`src/rtl/alu_pkg.sv`:
```
// Shared definitions for the round-robin ALU arbiter: opcodes and FSM state encoding.
package alu_pkg;

  localparam logic [1:0] OP_ADD = 2'b00;
  localparam logic [1:0] OP_SUB = 2'b01;
  localparam logic [1:0] OP_MUL = 2'b10;
  localparam logic [1:0] OP_MOD = 2'b11;

  typedef enum logic [1:0] {
    ST_IDLE = 2'd0,
    ST_EXEC = 2'd1,
    ST_RESP = 2'd2
  } state_t;

endpackage

```
`src/rtl/alu_core.sv`:
```
// Combinational W-bit add/sub/mul/mod datapath; all results wrap modulo 2^W.
module alu_core #(
  parameter int W = 4
) (
  input  logic [W-1:0] i_a,
  input  logic [W-1:0] i_b,
  input  logic [1:0]   i_op,
  output logic [W-1:0] o_result,
  output logic         o_div_zero
);
  import alu_pkg::*;

  logic w_b_zero;

  assign w_b_zero   = (i_b == '0);
  assign o_div_zero = (i_op == OP_MOD) && w_b_zero;

  always_comb begin
    o_result = '0;
    case (i_op)
      OP_ADD:  o_result = i_a + i_b;
      OP_SUB:  o_result = i_a - i_b;
      OP_MUL:  o_result = i_a * i_b;
      // Guard the divider so a zero divisor yields 0 rather than X
      OP_MOD:  o_result = w_b_zero ? '0 : (i_a % i_b);
      default: o_result = '0;
    endcase
  end

endmodule

```
`src/rtl/alu_rr_arbiter.sv`:
```
// Round-robin arbiter sharing one alu_core among NREQ requesters; IDLE/EXEC/RESP sequencing.
module alu_rr_arbiter #(
  parameter int NREQ = 4,
  parameter int W    = 4
) (
  input  logic                clk,
  input  logic                rst_n,
  input  logic [NREQ-1:0]     req,
  input  logic [NREQ*W-1:0]   a_flat,
  input  logic [NREQ*W-1:0]   b_flat,
  input  logic [2*NREQ-1:0]   op_flat,
  output logic [NREQ-1:0]     gnt,
  output logic [NREQ-1:0]     done,
  output logic [W-1:0]        Out,
  output logic                err,
  output logic                busy
);
  import alu_pkg::*;

  localparam int IW = (NREQ > 1) ? $clog2(NREQ) : 1;

  state_t          r_state;
  state_t          w_state_next;
  logic [NREQ-1:0] r_gnt;
  logic [NREQ-1:0] r_done;
  logic [W-1:0]    r_out;
  logic            r_err;
  logic [IW-1:0]   r_ptr;
  logic [IW-1:0]   r_owner;
  logic [W-1:0]    r_a;
  logic [W-1:0]    r_b;
  logic [1:0]      r_op;

  logic            w_found;
  logic [IW-1:0]   w_win;
  logic [IW-1:0]   w_ptr_next;
  logic [W-1:0]    w_result;
  logic            w_div_zero;

  // First asserted request at or after ptr, wrapping modulo NREQ; MSB flags a hit.
  function automatic logic [IW:0] rr_pick(input logic [NREQ-1:0] req_v,
                                          input logic [IW-1:0]   ptr);
    logic          found;
    logic [IW-1:0] idx;
    int            k;
    found = 1'b0;
    idx   = '0;
    for (int i = 0; i < NREQ; i++) begin
      k = (int'(ptr) + i) % NREQ;
      if (!found && req_v[IW'(k)]) begin
        found = 1'b1;
        idx   = IW'(k);
      end
    end
    return {found, idx};
  endfunction

  assign {w_found, w_win} = rr_pick(req, r_ptr);
  assign w_ptr_next = (w_win == IW'(NREQ - 1)) ? '0 : w_win + IW'(1);

  alu_core #(.W(W)) u_alu_core (
    .i_a        (r_a),
    .i_b        (r_b),
    .i_op       (r_op),
    .o_result   (w_result),
    .o_div_zero (w_div_zero)
  );

  always_comb begin
    w_state_next = r_state;
    case (r_state)
      ST_IDLE: if (w_found) w_state_next = ST_EXEC;
      ST_EXEC: w_state_next = ST_RESP;
      ST_RESP: w_state_next = ST_IDLE;
      default: w_state_next = ST_IDLE;
    endcase
  end

  always_ff @(posedge clk or negedge rst_n) begin
    if (!rst_n) begin
      r_state <= ST_IDLE;
      r_gnt   <= '0;
      r_done  <= '0;
      r_out   <= '0;
      r_err   <= 1'b0;
      r_ptr   <= '0;
      r_owner <= '0;
      r_a     <= '0;
      r_b     <= '0;
      r_op    <= '0;
    end else begin
      r_state <= w_state_next;
      r_gnt   <= '0;
      r_done  <= '0;
      case (r_state)
        ST_IDLE: begin
          if (w_found) begin
            r_gnt[w_win] <= 1'b1;
            r_a          <= a_flat[w_win*W +: W];
            r_b          <= b_flat[w_win*W +: W];
            r_op         <= op_flat[w_win*2 +: 2];
            r_owner      <= w_win;
            r_ptr        <= w_ptr_next;
          end
        end
        ST_EXEC: begin
          r_out           <= w_result;
          r_err           <= w_div_zero;
          r_done[r_owner] <= 1'b1;
        end
        default: ;
      endcase
    end
  end

  assign gnt  = r_gnt;
  assign done = r_done;
  assign Out  = r_out;
  assign err  = r_err;
  assign busy = (r_state != ST_IDLE);

endmodule

```
`config.mk`:
```
export PLATFORM = sky130hd
export DESIGN_NAME = alu_rr_arbiter
export DESIGN_NICKNAME = d
export VERILOG_FILES = /design/src/rtl/alu_pkg.sv /design/src/rtl/alu_core.sv /design/src/rtl/alu_rr_arbiter.sv
export SDC_FILE = /design/constraint.sdc
export NUM_CORES = 1
export LEC_CHECK = 0
export BUFFER_PORTS_ARGS = -buffer_cell sky130_fd_sc_hd__buf_2
export CORE_MARGIN = 5
export CORE_UTILIZATION = 35
export DETAILED_ROUTE_END_ITERATION = 7
export SLEW_MARGIN = 0
export SYNTH_ARGS = -nofsm -noshare
export SYNTH_HDL_FRONTEND = slang
export SYNTH_SLANG_ARGS = --single-unit
```
`constraint.sdc`:
```
create_clock -name clk -period 12.4 [get_ports clk]
set_input_delay 3.1 -clock clk [delete_from_list [all_inputs] [get_ports clk]]
set_output_delay 3.1 -clock clk [all_outputs]
set_load 0.1 [all_outputs]
```
=== Word level (Yosys, flattened, before mapping) ===
Cells that the tools add are included.

* Register bits after elaboration: 29
* Word-level logic and storage cells: 81
* Output and inout port bits: 14
* Input port bits: 46

* Add/sub/neg operators: 6
* Shifts and indexed selects: 3
* Mux-type cells: 32
* Equality and inequality tests: 6
* Order comparisons: 8
* Reductions and logical operators: 14
* Div/mod/pow operators: 1
* Multiply operators: 1

{| class="wikitable"
|+ Operator list
! cell !! count
|-
| 16-bit by 5-bit variable part select with 4-bit output || 2
|-
| 2-bit by 4-bit less-than comparator with 1-bit output (second input constant) || 4
|-
| 4-bit 2-to-1 mux || 4
|-
| 4-bit case mux with 4 select lines || 1
|-
| 1-bit 2-to-1 mux || 14
|-
| 2-bit 2-to-1 mux || 6
|-
| 1-bit binary-select mux with 2-bit select || 4
|-
| 8-bit by 4-bit variable part select with 2-bit output || 1
|-
| 2-bit == test (second input constant) || 3
|-
| 1-bit logical AND || 6
|-
| 2-bit by 3-bit less-than comparator with 1-bit output (second input constant) || 2
|-
| 2-bit by 1-bit adder with 2-bit output (second input constant) || 2
|-
| 2-bit adder (second input constant) || 2
|-
| 4-bit adder || 1
|-
| 1-bit demux with 2-bit select || 2
|-
| 2-bit by 1-bit == test with 1-bit output (second input constant) || 2
|-
| 2-bit by 1-bit greater-or-equal comparator with 1-bit output (second input constant) || 2
|-
| 2-bit logical NOT || 2
|-
| 4-bit logical NOT || 1
|-
| 4-bit by 4-bit remainder unit with 4-bit output || 1
|-
| 4-bit by 4-bit multiplier with 4-bit output || 1
|-
| 2-bit case mux with 2 select lines || 1
|-
| 4-bit subtractor || 1
|-
| 1-bit logical NOT || 3
|-
| other kinds (3) || 3
|}

=== Longest topological paths before layout ===
* Depth after elaboration: 19
* Gate-level depth with buffers: 20
* Depth with buffers taken out: 20

=== Modules after synthesis ===
A second synthesis with hierarchy kept.

* Cell total of the unflattened synthesis: 260
* Area total of the unflattened synthesis: 2478.6 µm²

{| class="wikitable"
|+ By module, submodules not included
! module !! area each (µm²) !! instances !! seq. area each (µm²) !! cells an instance
|-
| alu_rr_arbiter || 1555.2 || 1 || 725.7 || 145
|-
| alu_core || 923.4 || 1 || 0.0 || 115
|}

=== Worst setup path after synthesis ===
Ideal clock, no wire load.

* Path kind: register to register
* Start point: reg r_b[0]
* End point: reg r_out[1], in the netlist Out[1]
* Arrival: 4500 ps
* Required time: 12270 ps
* Stages on the path, launching flop included: 20
* Slack: 7770 ps
* Clock period less this slack: 4630 ps
* Buffers on the path: 0
* Setup time: 130 ps
* Path through: dfrtp_1 inv_1 ha_1 nor4b_2 a2bb2oi_2 ha_1 or4b_2 nand2_1 a21oi_1 ha_1 o21bai_1 o21ai_0 o21a_1 fa_1 a21oi_1 o21ai_0 a21oi_1 mux2_2 a222oi_1 o21ai_1

* Word-level cells in the longest chain between the ends: 3
* Elaborated cells on any way between the ends: 7
* Classes of those cells: add/sub: 2; mul: 1; div: 1; mux: 2; reduce/logical: 1

{| class="wikitable"
|+ Ends and longest elaborated chain
! item !! line !! RTL
|-
| start, declared || alu_rr_arbiter.sv:31 || <nowiki>logic [W-1:0] r_b;</nowiki>
|-
| start signal, assigned || alu_rr_arbiter.sv:100 || <nowiki>r_b <= b_flat[w_win*W +: W];</nowiki>
|-
| 4-bit by 4-bit remainder unit with 4-bit output or 4-bit logical NOT (tied branches) || alu_core.sv:25, alu_core.sv:15 ||
|-
| 4-bit 2-to-1 mux || alu_core.sv:25 || <nowiki>OP_MOD: o_result = w_b_zero ? '0 : (i_a % i_b);</nowiki>
|-
| 4-bit case mux with 4 select lines (*) || alu_core.sv:20 || <nowiki>case (i_op)</nowiki>
|-
| end signal, assigned || alu_rr_arbiter.sv:107 || <nowiki>r_out <= w_result;</nowiki>
|-
| end, declared || alu_rr_arbiter.sv:26 || <nowiki>logic [W-1:0] r_out;</nowiki>
|}

Every way passes the cells marked *; elsewhere a longest branch is shown, timed or not.
A chain may end at the register's enable or synchronous reset.

=== Worst setup path after layout ===
Same ends and word-level chain as after synthesis.

==> run_results.csv <==
group,metric,value,unit
run_status,outcome,"finished, final reports clean",
placed_design,hpwlAfterDp,4171,um
routing,drt-wirelength-per-cell,14.06,um
grt,grt_use_met2,21.90,%
clocking,postCtsSetupBuffers,0,
clocking,clockRootBuffer,"clkbuf_8",
cells_and_area,diodes,0,
sta,min_period,5.112,ns
sta,setup_violations,0,
cells_and_area,fill_cells,661,
clocking,htree_num_levels,2,
grt,grt_util_met3,2.253,%
placed_design,io_buffer_count,59,
sta,relSlewSlack,46.13,%
setup_path,crit_type,"reg -> reg",
routing,wl,5272,um
grt,grt_max_degree,30,
floorplan,coreArea,6756,um2
grt,grt_usage,12.60,%
routing,avgViaCountPerCell,5.016,
cells_and_area,nets,368,
worst_hold_path,hold_path_class,"reg -> reg",
clocking,clk_pin_slew,0.06,ns
grt,grt-ovfl-total,0,
sta,finalHoldViolCount,0,
sta,finClkSkew,0.001835,ns
clocking,insertion_delay,0.28,ns
sta,tightest_slew,0.8055,ns
clocking,cts_sinks,29,
grt,antenna_found_initial,0,
sta,max_freq,195.6,MHz
setup_path,cp_data_required_time,12.55,ns
cells_and_area,layout-drive-gt1-share,31.19,%
floorplan,rows,30,
clocking,cts_buffers,5,
clocking,clockBufferDepth,2,
floorplan,ios,60,
cells_and_area,area_growth,18.00,%
clocking,hold_buffers,0,
synth,synth_edf_count,0,
cells_and_area,layout_commonest_cell,"buf_2",
setup_path,critPathCaptureType,"register",
routing,drc,0,
synth,synth_area,2412,um2
floorplan,initial_utilization,35.70,%
synth,yosysSeqAreaShare,30.08,%
synth,ys_ff_latch,29,
synth,yosysWarnings,0,
synth,yosysUniqueCellTypes,51,
floorplan,die_w,93.02,um
grt,grt_util_met1,15.82,%
routing,ant_nets,0,
setup_path,worstPathMaxFanout,7,
sta,setup_tns,0,ns
synth,syn-num-nets,308,
cells_and_area,layout_common_cells,"buf_2 (59), mux2i_1 (33), dfrtp_1 (29), ha_1 (26), nor2_1 (17)",
setup_path,cp.arrival,5.26,ns
setup_path,start_kind,"register",
synth,synthFlopType,"dfrtp_1",
floorplan,die_area,8653,um2
placed_design,gp_congestion,0.8214,
grt,grt_pass1_vias,1936,
floorplan,die_h,93.02,um
routing,dr.pass1.iters,5,
routing,vias,1881,
grt,grt_pass1_wl,8887,um
flow_run,maxCapViolations,0,
sta,rsz0062_at_grt,"no",
grt,top_usage_layer,"met2",
routing,drt_iter0_markers,43,
clocking,cts_tree,"yes",
sta,timing.final.crit_share,41.23,%
clocking,cts_resized,0,
sta,drv_slew,0,
synth,async_flop_share,100.0,%
synth,synthCells,234,
synth,avgSynthCellArea,10.31,um2
==> logic make-up (layout without fill, tap and decap cells) <==
group	Yosys count	count (layout)	share of synthesized area (%)
compound gates	43	43	12.71
flops	29	29	30.08
buf+inv	21	82	4.460
xor+xnor	12	12	4.928
simple gates	53	53	11.98
mux	48	48	20.70
fa+ha+maj	28	28	15.15
==> path summary, 6_finish.rpt <==
kind | from | to | slack (ns) | depth (start not counted)
setup / recovery | r_b[0] | Out[1] | 7.29 | 19
hold / removal | r_owner[1] | done[1] | 0.49 | 1
setup reg to reg | r_b[0] | Out[1] | 7.29 | 19
hold reg to reg | r_owner[1] | done[1] | 0.49 | 1
max in group asynchronous | rst_n | Out[0] | 9.14 | 1
min in group asynchronous | rst_n | gnt[3] | 2.84 | 1
==> synthesized netlist by cell type, types with 2 or more instances <==
cell type	n	area share, %
mux2_2	15	7.0
xor2_1	3	1.1
nor2b_1	3	0.78
o21ai_1	2	0.41
a21o_1	2	0.62
o21a_1	2	0.62
inv_1	13	2.0
a31oi_1	3	0.78
mux2i_1	33	14
dfrtp_1	29	30
nor3_1	6	1.2
nand2b_1	3	0.78
nor2_1	17	2.6
nor3b_1	2	0.62
buf_2	2	0.41
a21oi_1	10	2.1
ha_1	26	13
o21ai_0	8	1.7
xnor2_1	8	2.9
buf_6	3	1.4
and2_1	4	1.0
fa_1	2	1.7
nand2_1	10	1.6
==> metal layers <==
layer	wire, um	up-vias
li1	-	963
met1	2431	877
met2	2555	34
met3	206	7
met4	78	0
met5	0	-
==> area by class of cell <==
class                   count  area (um2)  share of cell area, %
clock buffers               5       68.82                  2.418
flip-flops and latches     29       725.7                  25.49
clock inverters             3       17.52                 0.6154
repair buffers             60       302.8                  10.64
multi-input cells         184        1579                  55.47
well taps                  80       100.1                  3.516
inverters                  14       52.55                  1.846
==> registers in the layout (all words and copies together) (netlist names) <==
name / cells
Out: 4
done: 4
err: 1
gnt: 4
r_a: 4
r_b: 4
r_op: 2
r_owner: 2
r_ptr: 2
r_state: 2
==> per-stage QoR <==
| stage | setup WS (ns) | hold WS [ns] | utilization (%) | cells | area, um2 |
|---|---|---|---|---|---|
| after CTS | 7.322 | 0.4879 | 42.13 | 375 | 2846 |
| final | 7.288 | 0.4858 | 42.13 | 375 | 2846 |
| after global placement | 7.482 | 0.4727 | 40.85 | 367 | 2760 |
| after detailed placement | 7.347 | 0.4786 | 40.85 | 367 | 2760 |
| after floorplan | 7.770 | 0.4451 | - | 234 | 2412 |
| after global routing | 7.013 | 0.5241 | 42.13 | 375 | 2846 |
==> critical path, stage by stage (launching register included) <==
cell and delay [ns]:
dfrtp_1 0.46, inv_1 0.19, ha_1 0.17, nor4b_2 0.23
a2bb2oi_2 0.23, ha_1 0.29, or4b_2 0.63, nand2_1 0.11
a21oi_1 0.07, ha_1 0.30, o21bai_1 0.20, o21ai_0 0.12
o21a_1 0.16, fa_1 0.40, a21oi_1 0.12, o21ai_0 0.08
a21oi_1 0.42, mux2_2 0.39, a222oi_1 0.31, o21ai_1 0.10
Power is not shown: default switching activity piles up to over one toggle a cycle in this logic, so the estimate is an artifact.
